===== config.mk =====
export PLATFORM = sky130hd
export DESIGN_NAME = rf_wb_arbiter
export DESIGN_NICKNAME = d
export VERILOG_FILES = /design/src/rtl/rf_wb_arbiter.sv
export SDC_FILE = /design/constraint.sdc
export NUM_CORES = 1
export LEC_CHECK = 0
export CORE_UTILIZATION = 44
export DETAILED_ROUTE_END_ITERATION = 7
export DONT_BUFFER_PORTS = 1
export PLACE_DENSITY = 0.68
export REMOVE_ABC_BUFFERS = 1
export SETUP_SLACK_MARGIN = 0.2
export SYNTH_ARGS = -nofsm -noshare
export SYNTH_HDL_FRONTEND = slang
export SYNTH_SLANG_ARGS = --single-unit

===== constraint.sdc =====
create_clock -name clk -period 2.85 [get_ports clk]
set_input_delay 0 -clock clk [delete_from_list [all_inputs] [get_ports clk]]
set_output_delay 0 -clock clk [all_outputs]
set_load 0.05 [all_outputs]

===== src/rtl/rf_wb_arbiter.sv =====
// Writeback arbiter and busy-register scoreboard for the single-write-port register file.
// Define RF_WB_RR_EN for round-robin arbitration; otherwise LSU has fixed priority.
module rf_wb_arbiter #(
    parameter int DATA_WIDTH  = 32,
    parameter int REG_NUM     = 32,
    parameter int REG_NUM_BIT = 5
) (
    input  logic                   clk,
    input  logic                   rst,
    input  logic                   alu_valid,
    output logic                   alu_ready,
    input  logic [REG_NUM_BIT-1:0] alu_rd,
    input  logic [DATA_WIDTH-1:0]  alu_data,
    input  logic                   lsu_valid,
    output logic                   lsu_ready,
    input  logic [REG_NUM_BIT-1:0] lsu_rd,
    input  logic [DATA_WIDTH-1:0]  lsu_data,
    input  logic                   issue_valid,
    input  logic [REG_NUM_BIT-1:0] issue_rd,
    output logic                   issue_ready,
    input  logic [REG_NUM_BIT-1:0] rs1_addr,
    input  logic [REG_NUM_BIT-1:0] rs2_addr,
    output logic                   rs1_busy,
    output logic                   rs2_busy,
    output logic                   rf_wen,
    output logic [REG_NUM_BIT-1:0] rf_waddr,
    output logic [DATA_WIDTH-1:0]  rf_wdata
);

    // Handshake: a transfer fires when valid && ready on the same posedge. ready is
    // derived only from the valid inputs and the priority state, never from the
    // other source's ready; a source that loses holds valid and payload stable.

    logic                   prefer_alu;
    logic                   grant;
    logic [REG_NUM_BIT-1:0] win_rd;
    logic [DATA_WIDTH-1:0]  win_data;
    logic [REG_NUM-1:0]     busy;
    logic [REG_NUM-1:0]     busy_next;
    logic                   issue_fire;

`ifdef RF_WB_RR_EN
    // 1 = ALU preferred on contention; flips only when both sources compete.
    logic rr_ptr;

    always_ff @(posedge clk or posedge rst) begin
        if (rst) begin
            rr_ptr <= 1'b0;
        end else if (alu_valid && lsu_valid) begin
            rr_ptr <= ~rr_ptr;
        end
    end

    assign prefer_alu = rr_ptr;
`else
    assign prefer_alu = 1'b0;
`endif

    assign alu_ready = alu_valid && (!lsu_valid || prefer_alu);
    assign lsu_ready = lsu_valid && !(alu_valid && prefer_alu);
    assign grant     = alu_ready || lsu_ready;

    always_comb begin
        win_rd   = alu_rd;
        win_data = alu_data;
        if (lsu_ready) begin
            win_rd   = lsu_rd;
            win_data = lsu_data;
        end
    end

    always_ff @(posedge clk or posedge rst) begin
        if (rst) begin
            rf_wen   <= 1'b0;
            rf_waddr <= '0;
            rf_wdata <= '0;
        end else begin
            rf_wen <= grant && (win_rd != '0);
            if (grant) begin
                rf_waddr <= win_rd;
                rf_wdata <= win_data;
            end
        end
    end

    assign issue_ready = !busy[issue_rd];
    assign issue_fire  = issue_valid && issue_ready && (issue_rd != '0);
    assign rs1_busy    = busy[rs1_addr];
    assign rs2_busy    = busy[rs2_addr];

    // Set is applied after clear so a new producer wins a same-edge collision.
    always_comb begin
        busy_next = busy;
        if (rf_wen) begin
            busy_next[rf_waddr] = 1'b0;
        end
        if (issue_fire) begin
            busy_next[issue_rd] = 1'b1;
        end
        busy_next[0] = 1'b0;
    end

    always_ff @(posedge clk or posedge rst) begin
        if (rst) begin
            busy <= '0;
        end else begin
            busy <= busy_next;
        end
    end

endmodule


==> results.toml, run 1 <==
[clocking]
cts_buffers = 9
cts_tree = "done"
htreeDepth = 3
clock-sinks = 69
post-cts-setup-buffers = 0
cts_root_buf = "clkbuf_8"
cts-resized-gates = 0
clk_path_buf_depth = 2
clkSlewWorstSetupHoldPaths_ps = 80
clkLatencyLatePin_ps = 350

[floorplanning]
placement_rows = 34
ios = 137
coreArea_um2 = 8760
floorplan.initialDensity = 0.455
die_y_um = 97.2
die_x_um = 97.2
fp.dieArea_um2 = 9460

[critical_path]
cp-start-kind = "flip-flop"
cp-end-kind = "flip-flop"
rr_startpoint = "rf_waddr[4]"
path_max_fanout = 10
worstSetupPathType = "reg2reg"
crit_arrival_ps = 2520
worstPathRequired_ps = 3090
r2r-end = "busy[17]"
reg2regPathDepth = 4
rrSetupSlack_ps = 570
crit_path_end = "busy[17]"
critPathLaunch = "rf_waddr[4]"

[finish]
layout_commonest_cell = "dlygate4sd3_1"
fin_cells = 582
syn2layout_area_growth_pct = 29.4
final_cell_mix = "dlygate4sd3_1 (89), o21ai_0 (75), dfrtp_1 (69)"
drive_gt1_frac = 0.0759
nets = 563
fillerInstances = 692
diodes = 0
finalInstanceArea_um2 = 5160

[grt]
grt_max_degree = 77
grt_pass1_vias = 3682
antenna_found_initial = 0
grt_overflow_total = 0
grt_usage = 0.272
grt_first_pass_wirelength_um = 19900

[synth]
synthArstFlopShare = 1.00
synthAdderAreaFrac = 0
netlist_area_um2 = 3990
muxShareOfSynthArea = 0.222
postSynthAreaPerCell_um2 = 10.2
synth.area.top_cells = "dfrtp_1 (43%), mux2i_1 (15%), o21ai_0 (9.4%)"
ys_ff_latch = 69
synthSimpleGateAreaFrac = 0.127
ys_seq_area_frac = 0.433
synth_top_family_by_area = "multiplexers"
synth-main-ff-cell = "dfrtp_1"
yosysWarnings = 0
synth_xor_area_frac = 0
synth_cell_types = 43
synth_edf_count = 0
synth_compound_area_frac = 0.178
synth_top_area_frac = 0.433
synthCells = 392
yosysTopAreaCell = "dfrtp_1"

[placed_design]
portBuffers = 0
place_inst = 475
gp_congestion = 0.895
placed_area_um2 = 4030
dp_hpwl_um = 7580

[job]
maxCapViolations = 0

[detailed_routing]
viasPerCell = 6.39
wl_per_cell_um = 21.7
drt_iter0_markers = 273
final_antenna_net_count = 0
remaining_drc_errors = 0
wl_um = 12600
drt_pre_antenna_iters = 5
vias = 3718

[outcome]
outcome = "finished clean"

[pwr]
p_leak_uw = 0.00213
pwr_density_cell_nw_per_um2 = 653
p_total_uw = 3370
ir_drop_mv = 0.395

[timing]
finalHoldViolCount = 0
tns_ps = 0
finalCriticalPeriod_ps = 2280
tightest_slew_ps = 971
setup_violations = 0
fmax_ghz = 0.438
fin_skew_ps = 9.55
maxSlewHeadroom = 0.351
maxSlewViolCount = 0
min_period_over_period = 0.800
rsz0062_at_grt = "false"

[min_path]
hold_class = "in2out"
[report_power, final]
group	internal (µW)	switching, µW	total, µW	leakage [µW]
Clock	412	405	817	0.0000935
Combinational	499	402	900	0.00122
Sequential	1210	447	1650	0.000814
[what timing repair did]
action	CTS	global route
hold buffers	91	0
hold endpoints to repair	97	0
setup endpoints to repair	0	0
[stage by stage]
stage | util | setup slack (ps) | hold WS [ps]
2_1_floorplan | - | 230 | 0
3_3_place_gp | 0.460 | 1070 | 1.85
3_5_place_dp | 0.460 | 1060 | 1.71
5_1_grt | 0.589 | 531 | 0.0608
6_report | 0.589 | 569 | 0.0245
4_1_cts | 0.589 | 579 | 0.697
[layer usage]
metal	up-vias	global-route usage	part of all wire
met2	236	0.443	0.48
met5	-	0	0
li1	1631	-	-
met4	0	0.118	0.022
met3	26	0.0669	0.10
met1	1825	0.345	0.40
[worst min-delay path by stage]
stage / start / endpoint / depth (start not counted)
detailed placement: lsu_valid / lsu_ready / 0
global placement: lsu_valid / lsu_ready / 0
floorplan: lsu_valid / lsu_ready / 0
CTS: lsu_valid / lsu_ready / 0
finish: lsu_valid / lsu_ready / 0
global route: lsu_valid / lsu_ready / 0
[kinds of logic (layout without fill, tap and decap cells)]
| logic type | after synthesis | after routing |
|---|---|---|
| flip-flops | 69 | 69 |
| AND/OR/NAND/NOR | 95 | 95 |
| buffers and inverters | 34 | 116 |
| multiplexers | 72 | 72 |
| AO/OA/AOI/OAI | 122 | 122 |
[cells in the mapped netlist, types with 2 or more instances]
library cell	count
o21ai_1	13
or3_1	3
o21ai_0	75
nand3b_1	12
nor3b_1	2
buf_1	4
nand3_1	11
inv_1	6
nor3_1	4
nor2b_1	4
o41ai_1	4
nor2_1	3
buf_6	2
mux4_2	8
mux2i_1	59
o311ai_1	2
dfrtp_1	69
clkbuf_1	11
or4_1	3
buf_2	10
or3b_1	5
mux4_1	4
o31ai_1	14
o22ai_1	4
nand2_1	41
o21a_1	2
[state kept, by name (all words and copies together), names as in the netlist]
signal / count
rf_wdata: 32
busy: 31
rf_waddr: 5
rf_wen: 1
[area by class of cell]
| type | count | area (µm²) | area share |
|---|---|---|---|
| timing repair buffer | 94 | 953 | 0.185 |
| sequential | 69 | 1730 | 0.334 |
| tap | 108 | 135 | 0.0262 |
| clock inverter | 6 | 71.3 | 0.0138 |
| clock buffer | 10 | 128 | 0.0247 |
| inverter | 6 | 22.5 | 0.00436 |
| multi-input combinational | 289 | 2130 | 0.412 |
[worst max-delay path, cell delays in order (launching register included)]
cell and delay [ps]:
dfrtp_1 900, or3b_1 460, o21ai_0 170, o41ai_1 90, dlygate4sd3_1 560
(Power assumes the default switching activity.)
==> run 2: changes to the inputs <==
clock period = 2.18 ns   (was 2.85 ns; I/O delays follow)
==> run 2 against run 1 <==
Net effect:
- clock power up 47%
- via count increased by 0.13%
- largest cell class unchanged
- critical endpoint is now issue_ready
- wire length up 2.8%
- first-iteration DRC count is 24% lower
==> results.toml, run 2 (synthesis gave the netlist of run 1 again) <==
[floorplanning]
coreArea_um2 = 8760
placement_rows = 34
floorplan.initialDensity = 0.455
die_y_um = 97.2
die_x_um = 97.2
fp.dieArea_um2 = 9460
ios = 137

[critical_path]
critical-path-max-stage-delay_ps = 500
worstPathRequired_ps = 2180
crit_chain = "buf_6 -> mux4_2 -> nand2_2 -> a21boi_2 -> nor4b_2 -> buf_4"
timing.critical_path.slowest_stage_cell = "mux4_2"
path_max_fanout = 3
cp-end-kind = "primary output"
worstSetupPathType = "reg2out"
cp-start-kind = "flip-flop"
crit_arrival_ps = 2090

[timing]
fin_skew_ps = 8.42
finalCriticalPeriod_ps = 2090
holdWs_ps = 0.0210
maxSlewHeadroom = 0.344
finalHoldViolCount = 0
rsz0062_at_grt = "true"
fmax_ghz = 0.479
tightest_slew_ps = 982
min_period_over_period = 0.958
maxSlewViolCount = 0
setup_violations = 0

[grt]
grt_overflow_total = 0
antenna_found_initial = 0
grt_max_degree = 77
grt_first_pass_wirelength_um = 20600
grt_usage = 0.279
grt_pass1_vias = 3910

[detailed_routing]
final_antenna_net_count = 0
vias = 3723
wl_per_cell_um = 22.0
drt_iter0_markers = 207
viasPerCell = 6.31
remaining_drc_errors = 0
wl_um = 13000
drt_pre_antenna_iters = 5

[clocking]
clkSlewWorstSetupHoldPaths_ps = 70
cts_tree = "done"
clk_path_buf_depth = 2
htreeDepth = 3
clkLatencyLatePin_ps = 340
cts_buffers = 9
cts_root_buf = "clkbuf_8"
clock-sinks = 69

[pwr]
ir_drop_mv = 0.567
p_total_uw = 4710
p_leak_uw = 0.00222
pwr_density_cell_nw_per_um2 = 887

[placed_design]
dp_hpwl_um = 7690
portBuffers = 0
gp_congestion = 0.862

[finish]
largest_register = "rf_wdata"
reg_top3 = "rf_wdata (32), busy (31), rf_waddr (5)"
diodes = 0
drive_gt1_frac = 0.118
layout_commonest_cell = "dlygate4sd3_1"
final_cell_mix = "dlygate4sd3_1 (83), o21ai_0 (75), dfrtp_1 (69)"
nets = 571
largest_reg_flops = 32
syn2layout_area_growth_pct = 33.2

[job]
maxCapViolations = 0

[outcome]
outcome = "finished clean"

[min_path]
hold_class = "in2out"
run 2: cell count changes in the layout (fill, tap and decap cells not counted), moves of 2 or more:
cell           change
o311ai_4           +2
clkbuf_8           +2
dlygate4sd3_1      -6
buf_4             +11
buf_6              +2
inv_6              -2
nor3b_1            -2
o311ai_2           -2
clkinvlp_4         -2
clkinv_2           +2
run 2: power breakdown:
group,internal (µW),switching (µW),total [µW]
Combinational,753,634,1390
Sequential,1580,548,2130
Clock,704,494,1200
run 2: routing by layer:
metal,vias to the layer above,track usage,wire length [µm]
met5,-,0,0
met4,0,0.111,463
met3,41,0.0741,1350
met2,226,0.460,6240
met1,1805,0.349,4920
li1,1651,-,-
run 2: critical path, delay by kind of cell (launching register included):
kind | cells | cell delay (ps)
AOI/OAI and AO/OA | 1 | 50
buffers and inverters | 2 | 390
DFF | 1 | 400
muxes | 1 | 500
and+or+nand+nor | 2 | 410
run 2: final cells by class:
type	instances	area (µm²)
sequential	69	1730
timing repair buffer	102	1020
inverter	6	22.5
fill	698	3450
clock buffer	12	155
multi-input combinational	289	2190
clock inverter	4	70.1
tap	108	135
run 2: final timing paths:
check	from	to	slack, ps	depth (start not counted)
worst max-delay path	busy[11]	issue_ready	90	6
min in group asynchronous	rst	busy[28]	220	3
max in group asynchronous	rst	busy[6]	1660	3
worst min-delay path	lsu_valid	lsu_ready	0.02	0
worst min register to register	busy[5]	busy[5]	540	1
worst max register to register	rf_wdata[27]	rf_wdata[27]	360	3
run 2: through the flow:
stage          std cells  worst slack (ps)  area [µm²]   util  TNS, ps
3_3_place_gp         480               362        4080  0.466        0
4_1_cts              583              95.5        5240  0.598        0
6_report             590              92.3        5320  0.607        0
5_1_grt              590              41.6        5320  0.607        0
2_1_floorplan        364              -440        3850      -     -440
3_5_place_dp         480               393        4080  0.466        0
run 2: timing repair:
action                     in CTS  in global routing
setup endpoints to repair       2                  3
pin swaps                       5                  8
setup buffers                   2                  7
resized for setup               8                  6
cloned                          0                  0
hold endpoints to repair      133                  0
hold buffers                   85                  0
==> run 3: changes to the inputs <==
BUFFER_PORTS_ARGS = -buffer_cell sky130_fd_sc_hd__buf_4   (was unset)
DONT_BUFFER_PORTS = unset   (was 1)
PLACE_DENSITY = 0.81   (was 0.68)
==> run 3 against run 2 <==
Net effect:
- sequential power down 11%
- setup slack better by 20 ps
- die area unchanged
- final area up 14%
- fmax up 0.96%
- wire length up 14%
- register-to-register slack better by 290 ps
- combinational power up 31%
- clock-buffer cell count down 2
- highest routed layer unchanged
==> results.toml, run 3 (synthesis gave the netlist of run 1 again) <==
[outcome]
outcome = "finished clean"

[timing]
finalCriticalPeriod_ps = 2070
finalHoldViolCount = 0
holdWs_ps = 35.8
fin_skew_ps = 13.2
rsz0062_at_grt = "true"
tightest_slew_ps = 657
min_period_over_period = 0.949
fmax_ghz = 0.484
maxSlewViolCount = 0
setup_violations = 0
maxSlewHeadroom = 0.562

[pwr]
pwr_density_cell_nw_per_um2 = 786
p_sw_frac = 0.376
pwr-share-seq = 0.397
p_int_uw = 2970
ir_drop_mv = 0.407
p_sw_uw = 1790
p_total_uw = 4770
pwr-share-comb = 0.382
clkPwrFrac = 0.221
p_leak_uw = 0.00275

[grt]
antenna_found_initial = 0
grt_first_pass_wirelength_um = 23200
grt_max_degree = 79
grt_overflow_total = 0
grt_usage = 0.319
grt_pass1_vias = 4544

[clocking]
cts_tree = "done"
cts_buffers = 9
clkLatencyLatePin_ps = 360
clk_path_buf_depth = 2
cts_root_buf = "clkbuf_8"
clock-sinks = 69
clkSlewWorstSetupHoldPaths_ps = 80
htreeDepth = 3

[finish]
drive_gt1_frac = 0.294
layout_commonest_cell = "buf_4"
nets = 687
reg_top3 = "rf_wdata (32), busy (31), rf_waddr (5)"
largest_register = "rf_wdata"
syn2layout_area_growth_pct = 51.9
final_cell_mix = "buf_4 (140), dlygate4sd3_1 (76), o21ai_0 (75)"
largest_reg_flops = 32
diodes = 0

[detailed_routing]
remaining_drc_errors = 0
drt_iter0_markers = 298
wl_um = 14800
vias = 4282
drt_pre_antenna_iters = 5
viasPerCell = 6.07
final_antenna_net_count = 0
wl_per_cell_um = 21.0

[critical_path]
worstSetupPathType = "reg2out"
path_max_fanout = 4
cp-start-kind = "flip-flop"
critical-path-max-stage-delay_ps = 450
rr_startpoint = "rf_waddr[0]"
reg2regPathDepth = 3
crit_arrival_ps = 2070
critical_path_buf_inv_count = 1
worstPathRequired_ps = 2180
crit_family = "compound AO/OA/AOI/OAI gates"
cp-end-kind = "primary output"
r2r-end = "busy[12]"
timing.critical_path.slowest_stage_cell = "mux4_2"
rrSetupSlack_ps = 650
crit_chain = "mux4_2 -> nor3b_4 -> o41ai_2 -> o311ai_1 -> buf_4"

[placed_design]
dp_hpwl_um = 8320
gp_congestion = 0.909
portBuffers = 136

[min_path]
hold_depth = 4
hold_class = "in2reg"
hp-start = "alu_rd[4]"
min_to = "rf_wen"

[job]
maxCapViolations = 0

[floorplanning]
fp.dieArea_um2 = 9460
ios = 137
floorplan.initialDensity = 0.455
die_y_um = 97.2
die_x_um = 97.2
coreArea_um2 = 8760
placement_rows = 34
run 3: cell types whose count changed in the layout (fill, tap and decap cells not counted), moves of 2 or more:
cell           previous run  this run
clkinvlp_4                0         2
o311ai_1                  0         2
buf_4                    14       140
clkbuf_8                 11         9
buf_12                    3         1
dlygate4sd3_1            83        76
o311ai_4                  2         0
run 3: cell type report:
class | count | area [µm²]
fill | 576 | 2700
timing repair buffer | 218 | 1840
inverter | 6 | 22.5
sequential | 69 | 1730
multi-input combinational | 289 | 2140
clock buffer | 10 | 128
clock inverter | 6 | 63.8
tap | 108 | 135
run 3: worst register-to-register path: cells and delay by family, from the launching register on:
kind,cells,cell delay (ps)
simple gates,1,620
compound gates,2,340
flops,1,440
run 3: routing by layer:
metal / GRT usage / vias to the layer above / share of wire
met3: 0.0662 / 62 / 0.088
met5: 0 / - / 0
met2: 0.557 / 269 / 0.51
met4: 0.178 / 0 / 0.044
li1: - / 1885 / -
met1: 0.364 / 2066 / 0.36
run 3: worst max-delay path by stage:
stage / endpoint / from / cells past startpoint / slack, ps
2_1_floorplan: issue_ready / busy[31] / 4 / -440
4_1_cts: rs2_busy / busy[10] / 5 / 110
3_3_place_gp: issue_ready / busy[11] / 5 / 480
6_report: rs2_busy / busy[8] / 5 / 110
5_1_grt: rs2_busy / busy[8] / 5 / 20
3_5_place_dp: issue_ready / busy[31] / 5 / 470
run 3: timing repair:
action / in CTS / in global routing
resized for setup: 3 / 7
pin swaps: 4 / 5
hold buffers: 76 / 0
buffers inserted: 3 / 2
hold endpoints to repair: 107 / 0
setup endpoints to repair: 3 / 3
run 3: power by group through the flow:
stage / Clock (µW) / Sequential [µW] / Combinational [µW]
floorplan: 0 / 2050 / 757
global placement: 0 / 1870 / 1480
detailed placement: 0 / 1910 / 1520
CTS: 1060 / 1880 / 1720
global route: 1110 / 1940 / 1920
finish: 1050 / 1890 / 1820
run 3: metrics by stage:
stage / instances / cell area [µm²] / TNS [ps] / utilization / worst slack [ps]
final: 706 / 6060 / 0 / 0.692 / 112
after global placement: 609 / 5030 / 0 / 0.574 / 479
after detailed placement: 609 / 5030 / 0 / 0.574 / 473
after floorplan: 364 / 3850 / -440 / - / -440
after global routing: 706 / 6060 / 0 / 0.692 / 17.9
after CTS: 704 / 6020 / 0 / 0.687 / 111
